**src/rtl/sddr_wl_calibrator.sv**
```systemverilog
// DDR3 write-leveling calibrator: per lane, steps DQS delay until CK sampled by DQS goes 0->1.
// Latency: (1 + SETTLE_CYCLES + 1 + 1) cycles per round; one round per tap, or SAMPLES rounds when filtered.
// Backpressure: none; ctl_start_i is honoured only in IDLE, ctl_abort_i returns to IDLE from any busy state.
//
// Ports:
//   in_ddr_clock_i / in_phy_reset_n_i : DDR clock (rising edge), async active-low reset
//   ctl_start_i / ctl_abort_i         : start pulse (IDLE only) / abandon calibration
//   wl_dq_i                           : per-lane DQ feedback, sampled only in SAMPLE
//   ctl_out_dqs_o                     : one-cycle DQS pulse request for all lanes
//   delay_ce_o                        : per-lane one-cycle delay increment strobe
//   tap_o                             : per-lane tap, lane n at [n*TAP_BITS +: TAP_BITS]
//   ctl_busy_o / ctl_done_o           : calibration running / sticky all-lanes-resolved
//   lane_fail_o / ctl_fail_o          : sticky per-lane failure / any failure once done
//
// Build option: define SDDR_WL_FILTER_EN to majority-filter SAMPLES DQS pulses per tap.

module sddr_wl_calibrator #(
    parameter int unsigned LANES         = 2,
    parameter int unsigned TAP_BITS      = 5,
    parameter int unsigned SETTLE_CYCLES = 16,
    parameter int unsigned SAMPLES       = 4
) (
    input  logic                      in_ddr_clock_i,
    input  logic                      in_phy_reset_n_i,
    input  logic                      ctl_start_i,
    input  logic                      ctl_abort_i,
    input  logic [LANES-1:0]          wl_dq_i,
    output logic                      ctl_out_dqs_o,
    output logic [LANES-1:0]          delay_ce_o,
    output logic [LANES*TAP_BITS-1:0] tap_o,
    output logic                      ctl_busy_o,
    output logic                      ctl_done_o,
    output logic [LANES-1:0]          lane_fail_o,
    output logic                      ctl_fail_o
);

    localparam logic [2:0] ST_IDLE   = 3'd0;
    localparam logic [2:0] ST_PULSE  = 3'd1;
    localparam logic [2:0] ST_SETTLE = 3'd2;
    localparam logic [2:0] ST_SAMPLE = 3'd3;
    localparam logic [2:0] ST_STEP   = 3'd4;
    localparam logic [2:0] ST_FINISH = 3'd5;

    localparam int unsigned         SET_W    = (SETTLE_CYCLES > 1) ? $clog2(SETTLE_CYCLES) : 1;
    localparam logic [SET_W-1:0]    SET_LAST = SET_W'(SETTLE_CYCLES - 1);
    localparam logic [TAP_BITS-1:0] TAP_MAX  = '1;

    logic [2:0]          state_q, state_d;
    logic [SET_W-1:0]    set_cnt_q, set_cnt_d;
    logic [TAP_BITS-1:0] tap_q [LANES];
    logic [TAP_BITS-1:0] tap_d [LANES];
    logic [LANES-1:0]    lock_q, lock_d;
    logic [LANES-1:0]    seen_zero_q, seen_zero_d;
    logic [LANES-1:0]    fail_q, fail_d;
    logic                done_q, done_d;
    logic [LANES-1:0]    step_ce;

    // A lane is resolved once it has either locked or run out of taps.
    logic [LANES-1:0]    resolved;
    assign resolved = lock_q | fail_q;

    // Per-lane sample value for the tap, and whether this round closes the tap.
    logic [LANES-1:0]    sample_bit;
    logic                last_round;

`ifdef SDDR_WL_FILTER_EN
    localparam int unsigned RND_W  = (SAMPLES > 1) ? $clog2(SAMPLES) : 1;
    localparam int unsigned ONES_W = $clog2(SAMPLES + 1);

    logic [RND_W-1:0]  rnd_q, rnd_d;
    logic [ONES_W-1:0] ones_q [LANES];
    logic [ONES_W-1:0] ones_d [LANES];
    logic [ONES_W-1:0] ones_sum [LANES];

    // Count includes the pulse being sampled this cycle so the last round decides immediately.
    always_comb begin
        for (int n = 0; n < LANES; n++) begin
            ones_sum[n]   = ones_q[n] + ONES_W'(wl_dq_i[n]);
            sample_bit[n] = (ones_sum[n] > ONES_W'(SAMPLES / 2));
        end
    end

    assign last_round = (rnd_q == RND_W'(SAMPLES - 1));

    always_comb begin
        rnd_d  = rnd_q;
        ones_d = ones_q;
        if (state_q == ST_IDLE) begin
            rnd_d = '0;
            for (int n = 0; n < LANES; n++) ones_d[n] = '0;
        end else if (!ctl_abort_i) begin
            if (state_q == ST_SAMPLE) begin
                for (int n = 0; n < LANES; n++) ones_d[n] = last_round ? '0 : ones_sum[n];
            end
            if (state_q == ST_STEP) begin
                rnd_d = last_round ? '0 : rnd_q + 1'b1;
            end
        end
    end

    always_ff @(posedge in_ddr_clock_i or negedge in_phy_reset_n_i) begin
        if (!in_phy_reset_n_i) begin
            rnd_q <= '0;
            for (int n = 0; n < LANES; n++) ones_q[n] <= '0;
        end else begin
            rnd_q  <= rnd_d;
            ones_q <= ones_d;
        end
    end
`else
    // SAMPLES only matters when filtering is built.
    logic unused_samples;
    assign unused_samples = (SAMPLES > 0);

    assign sample_bit = wl_dq_i;
    assign last_round = 1'b1;
`endif

    always_comb begin
        state_d     = state_q;
        set_cnt_d   = set_cnt_q;
        tap_d       = tap_q;
        lock_d      = lock_q;
        seen_zero_d = seen_zero_q;
        fail_d      = fail_q;
        done_d      = done_q;
        step_ce     = '0;

        case (state_q)
            ST_IDLE: begin
                // Abort in the same cycle suppresses the start.
                if (ctl_start_i && !ctl_abort_i) begin
                    for (int n = 0; n < LANES; n++) tap_d[n] = '0;
                    lock_d      = '0;
                    seen_zero_d = '0;
                    fail_d      = '0;
                    done_d      = 1'b0;
                    state_d     = ST_PULSE;
                end
            end
            ST_PULSE: begin
                set_cnt_d = '0;
                state_d   = ST_SETTLE;
            end
            ST_SETTLE: begin
                if (set_cnt_q == SET_LAST) begin
                    state_d = ST_SAMPLE;
                end else begin
                    set_cnt_d = set_cnt_q + 1'b1;
                end
            end
            ST_SAMPLE: begin
                if (last_round) begin
                    // A 1 only locks after a 0 has been seen, so an early 1-region
                    // (DQS already past the previous CK edge) is stepped through.
                    for (int n = 0; n < LANES; n++) begin
                        if (!resolved[n]) begin
                            if (!sample_bit[n]) begin
                                seen_zero_d[n] = 1'b1;
                            end else if (seen_zero_q[n]) begin
                                lock_d[n] = 1'b1;
                            end
                        end
                    end
                    state_d = (&(lock_d | fail_q)) ? ST_FINISH : ST_STEP;
                end else begin
                    state_d = ST_STEP;
                end
            end
            ST_STEP: begin
                if (last_round) begin
                    for (int n = 0; n < LANES; n++) begin
                        if (!resolved[n]) begin
                            // Saturate rather than wrap: the lane is out of range.
                            if (tap_q[n] == TAP_MAX) begin
                                fail_d[n] = 1'b1;
                            end else begin
                                step_ce[n] = 1'b1;
                                tap_d[n]   = tap_q[n] + 1'b1;
                            end
                        end
                    end
                end
                state_d = ST_PULSE;
            end
            ST_FINISH: begin
                done_d  = 1'b1;
                state_d = ST_IDLE;
            end
            default: begin
                state_d = ST_IDLE;
            end
        endcase

        // Abort freezes all results so taps keep matching the delay elements.
        if (ctl_abort_i && (state_q != ST_IDLE)) begin
            state_d     = ST_IDLE;
            tap_d       = tap_q;
            lock_d      = lock_q;
            seen_zero_d = seen_zero_q;
            fail_d      = fail_q;
            done_d      = done_q;
            step_ce     = '0;
        end
    end

    always_ff @(posedge in_ddr_clock_i or negedge in_phy_reset_n_i) begin
        if (!in_phy_reset_n_i) begin
            state_q     <= ST_IDLE;
            set_cnt_q   <= '0;
            for (int n = 0; n < LANES; n++) tap_q[n] <= '0;
            lock_q      <= '0;
            seen_zero_q <= '0;
            fail_q      <= '0;
            done_q      <= 1'b0;
        end else begin
            state_q     <= state_d;
            set_cnt_q   <= set_cnt_d;
            tap_q       <= tap_d;
            lock_q      <= lock_d;
            seen_zero_q <= seen_zero_d;
            fail_q      <= fail_d;
            done_q      <= done_d;
        end
    end

    always_comb begin
        tap_o = '0;
        for (int n = 0; n < LANES; n++) tap_o[n*TAP_BITS +: TAP_BITS] = tap_q[n];
    end

    assign ctl_out_dqs_o = (state_q == ST_PULSE);
    assign delay_ce_o    = step_ce;
    assign ctl_busy_o    = (state_q != ST_IDLE);
    assign ctl_done_o    = done_q;
    assign lane_fail_o   = fail_q;
    assign ctl_fail_o    = done_q & (|fail_q);

endmodule

```
**config.mk**
```make
export PLATFORM = sky130hd
export DESIGN_NAME = sddr_wl_calibrator
export DESIGN_NICKNAME = d
export VERILOG_FILES = /design/src/rtl/sddr_wl_calibrator.sv
export SDC_FILE = /design/constraint.sdc
export NUM_CORES = 1
export LEC_CHECK = 0
export ABC_AREA = 1
export BUFFER_PORTS_ARGS = -buffer_cell sky130_fd_sc_hd__clkbuf_2
export CAP_MARGIN = 5
export CORE_ASPECT_RATIO = 0.6
export CORE_MARGIN = 10
export CORE_UTILIZATION = 25
export DETAILED_ROUTE_END_ITERATION = 8
export PLACE_DENSITY = 0.49
export SLEW_MARGIN = 20
export SYNTH_ARGS = -nofsm -noshare
export SYNTH_HDL_FRONTEND = slang
export SYNTH_SLANG_ARGS = --single-unit
```
**constraint.sdc**
```tcl
create_clock -name in_ddr_clock_i -period 3.25 [get_ports in_ddr_clock_i]
set_input_delay 0.8125 -clock in_ddr_clock_i [delete_from_list [all_inputs] [get_ports in_ddr_clock_i]]
set_output_delay 0.8125 -clock in_ddr_clock_i [all_outputs]
set_load 0.005 [all_outputs]
```
# ---- Word level (Yosys, flattened, before mapping)
# Index checks and enable logic that the tools add are counted.
dict set report classes {
  n_addsub 3
  n_eq_ne 22
  mux 41
  bitwise 4
  reduce_logical 21
}
# cell n
set op_table {}
lappend op_table {{5-bit AND reduction} 6}
lappend op_table {{2-bit inequality test, second input constant} 12}
lappend op_table {{1-bit 2-to-1 mux} 22}
lappend op_table {{5-bit 2-to-1 mux} 4}
lappend op_table {{10-bit one-hot mux with 2 select lines} 1}
lappend op_table {{3-bit one-hot mux with 5 select lines} 1}
lappend op_table {{2-bit one-hot mux with 2 select lines} 3}
lappend op_table {{5-bit by 1-bit adder with 5-bit output, second input constant} 2}
lappend op_table {{5-bit == test, second input constant} 2}
lappend op_table {{10-bit 2-to-1 mux} 1}
lappend op_table {{3-bit 2-to-1 mux} 3}
lappend op_table {{4-bit one-hot mux with 2 select lines} 1}
lappend op_table {{2-bit nonzero test} 4}
lappend op_table {{3-bit by 2-bit == test with 1-bit output, second input constant} 2}
lappend op_table {{3-bit == test, second input constant} 2}
lappend op_table {{2-bit 2-to-1 mux} 3}
lappend op_table {{3-bit inequality test, second input constant} 2}
lappend op_table {{2-bit AND reduction} 3}
lappend op_table {{3-bit AND reduction} 2}
lappend op_table {{4-bit by 1-bit adder with 4-bit output, second input constant} 1}
lappend op_table {{4-bit == test, second input constant} 1}
lappend op_table {{4-bit 2-to-1 mux} 1}
lappend op_table {{2-bit bitwise OR} 2}
lappend op_table {{3-bit by 1-bit == test with 1-bit output, second input constant} 1}
lappend op_table {{8 further kinds} 9}
dict set report totals {
  register_bits 24
  inputBits 6
  output_inout_bits 18
}

# ---- Depth between registers and ports, before layout
dict set report depth {
  depth_word 9
  mapped_depth 10
}

# ---- Worst setup path before layout
# OpenSTA, ideal clock, no wires.
dict set report synth_timing {
  path_type {flip-flop to output port}
  startpoint {register tap_q (netlist bit tap_o[5])}
  endpoint {output delay_ce_o[1]}
  arrival_time_ps 1229
  required_time_ps 2438
  path_slack_ps 1208
  stages_incl_launch_ff 8
  n_path_buf 0
  path_cell_list {dfrtp_1 ha_1 nand2_1 nor2_1 ha_1 inv_1 nand3_1 a21oi_1}
}
dict set report synth_between {
  elab_chain_len 5
}
# element line
set synth_rtl {}
lappend synth_rtl {{start: declaration} 50} ;# logic [TAP_BITS-1:0] tap_q [LANES];
lappend synth_rtl {{start signal: assignment} 219} ;# tap_q <= tap_d;
lappend synth_rtl {{5-bit == test} 175} ;# if (tap_q[n] == TAP_MAX) begin
lappend synth_rtl {{1-bit 2-to-1 mux} 175}
lappend synth_rtl {{1-bit 2-to-1 mux} 173} ;# if (!resolved[n]) begin
lappend synth_rtl {{2-bit 2-to-1 mux} 129} ;# case (state_q)
lappend synth_rtl {{2-bit 2-to-1 mux} 196} ;# if (ctl_abort_i && (state_q != ST_IDLE)) begin
lappend synth_rtl {{end: declaration} 29} ;# output logic [LANES-1:0] delay_ce_o,
# Every way passes these cells.

# ---- Worst setup path after layout
dict set report layout_timing {
  startpoint {register tap_q (netlist bit tap_o[0])}
  endpoint {output delay_ce_o[0]}
}
# The elaborated chain is that of the path after synthesis.

==> impl_results.md <==
* Predominant post-synthesis flop cell: dfrtp_1
* Power density over the cells at 603 mW/mm^2
* Cts repair resizes at 0
* WP data required at 2440 ps
* I/O Buffers at 23
* CP cell instances: ha_1 > nand2_1 > nor2_1 > ha_1 > inv_1 > nand2_1 > nor3_4 > clkbuf_2
* Syn nets at 201
* Setup bufs post-CTS at 0
* Mean Syn Cell Area at 7.63 sq um
* VDD IR max at 0.218 mV
* Sequential element share of the synthesized area at between 40% and 50%
* GRT Resource Usage Total at 7.77%
* Share of layout cells above drive strength 1 at 20.5%
* CTS buffer count at 3
* Core area at between 0.005 and 0.006 sq mm
* Initial DRC Count at 80
* Worst Setup End Kind: output port
* # rows at 21
* Yosys reg bits at 24
* Ports at 24
* Leak at 0.000888 uW
* Final setup fails at 0
* Post-CTS Hold Buffers at 0
* Fmax achieved at 0.386 GHz
* Final setup margin at 662 ps
* Filler instances at between 500 and 600
* Cells after Synth at 190
* N_diodes at 0
* CTS tree: yes
* Fin crit period at roughly 2600 ps
* Critical path type: register to output port
* FF/Latch Area at 601 sq um
* Clk sinks at 24
* Drt total wl at between 3 and 4 mm
* Synthesized area at ~0.0014 sq mm
* Final hold vios at 0
* RSZ-0062 raised after global routing: false
* Initial antenna violation count at 0
* Area of the multi-input gates at approximately 740 sq um
* Slew @ Worst Pin at 652 ps
* Post-synth ARST share at between 90% and 100%
* Area delta synth->final at 17.6%
* Initial DRT Pass Iterations at 4
* Place WS at 966 ps
* First-pass GRT wire length at 5.90 mm
* Clk_lat worst skew at between 200 and 300 ps
* Synth cell types at 21
* MaxCap Viol Count at 0
* Grt ovf at 0
* GPL Wtd Cong at 0.775
* Sum of negative setup slack at 0 ps
* Routed len/inst at 12.2 um
* Root Buffer: clkbuf_8
* CTS Buffer Depth at 2
* Slowest cell on crit path: dfrtp_1
* Worst Skew at roughly 5.2 ps
* Number of synthesized flops with an enable pin at 0
* Yosys warning total at 0
* Detailed placement HPWL at 2.86 mm
* Die height at 79.0 um
* Rel. slew slack at 56.5%
* DP Area at 0.00165 sq mm
* Via count at 1262
* H-tree levels at 1
* Avg Vias per Cell at 4.28
* Initial Utilization at 25.9%
* Hold Path Class: register to register
* Worst-path fanout max at 6
* Worst setup SP type: register
* Max stage delay on crit path at 450 ps
* Vias in the first global route at 1107
* Final Util at 30.4%
* Placed Instances at 291
* Die X at 118 um
* Total die area at 0.00934 sq mm
* Slew Viols, Final at 0
* Largest net degree at the start of global routing at 25
* Residual DRC at 0
* Final Cycle Share at around 80%
* Status: complete, no violations
* Arrival @ worst endpoint at 1780 ps
* Final Cell Area at 0.00170 sq mm
* Final ANT Viol Nets at 0
* Layout Cells excl Fill at between 200 and 300
* Nets at 227
* Clock transition at path regs at 90 ps
state kept, by name (all words and copies together) (netlist names):
signal / flops
tap_o: 10
set_cnt_q: 4
state_q: 3
lane_fail_o: 2
lock_q: 2
seen_zero_q: 2
ctl_done_o: 1
power breakdown:
group / switching, uW / internal [uW]
Combinational: 276 / 129
Sequential: 67.4 / 350
Clock: 96.7 / 108
Total: 440 / 587
cells by family after synthesis:
| group | count (synthesis) | synth area share (%) |
|---|---|---|
| and+or+nand+nor | 114 | 38.4 |
| adders and majority gates | 5 | 4.32 |
| DFF | 24 | 41.5 |
| AOI/OAI and AO/OA | 18 | 7.08 |
| xor gates and xnor gates | 2 | 1.21 |
| buffers and inverters | 27 | 7.51 |
synthesized netlist by cell type (all sizes together), types with 2 or more instances:
master,instances,share of area [%]
nand2,52,14
ha,5,4.3
xnor2,2,1.2
buf,2,1.0
nand3,27,11
nand4,10,4.3
nor3,3,2.6
inv,25,6.5
nor2,22,6.8
o21ai,11,4.6
a21oi,6,2.1
dfrtp,24,41
routing by layer:
metal	global-route usage, %	up-vias	share of wire, %
met5	0	-	0
met4	1.47	0	0.53
met3	2.97	2	7.0
met2	9.07	21	36
met1	12.3	559	56
li1	-	680	-
placed cells by master, fill, tap and decap left out:
cell,netlist,layout
nor2_1,21,21
nand2_2,4,4
nand4_1,10,10
o21ai_0,7,7
nand3_4,1,1
inv_2,5,5
nand2_1,48,48
o21ai_1,1,1
nor2_8,1,1
o21ai_2,3,3
nor3_4,2,2
a21oi_1,6,6
dfrtp_1,24,24
a31oi_1,1,1
nand3_2,1,1
nand3_1,25,25
ha_1,5,5
nor3_1,1,1
inv_1,20,20
clkbuf_2,0,23
clkbuf_8,0,4
xnor2_1,2,2
final cells by class:
cell class	instances	share of cell area, %
inverters	25	5.51
well taps	80	5.87
clock buffers	4	3.23
multi-input cells	139	43.4
repair buffers	23	6.75
flip-flops and latches	24	35.2
worst paths after layout:
check	from	end	slack (ps)	depth (start not counted)
max	tap_o[0]	delay_ce_o[0]	660	8
min	tap_o[4]	tap_o[4]	510	2
max reg2reg	tap_o[0]	tap_o[2]	1490	10
min reg2reg	tap_o[4]	tap_o[4]	510	2
max in group asynchronous	in_phy_reset_n_i	tap_o[9]	2270	1
min in group asynchronous	in_phy_reset_n_i	seen_zero_q[1]	560	1
metrics by stage:
stage               hold slack (ps)  power, uW
floorplan                       473        715
global placement                504        831
detailed placement              504        830
CTS                             523       1040
global route                    554       1120
finish                          515       1030
worst max-delay path, delay by kind of cell, from the launching register on:
family,cells,cell delay [ps]
buffers and inverters,2,210
AND/OR/NAND/NOR,4,430
adder cells (fa/ha/maj),2,430
flip-flops,1,450
No activity file was read; power rests on OpenSTA's default activity.
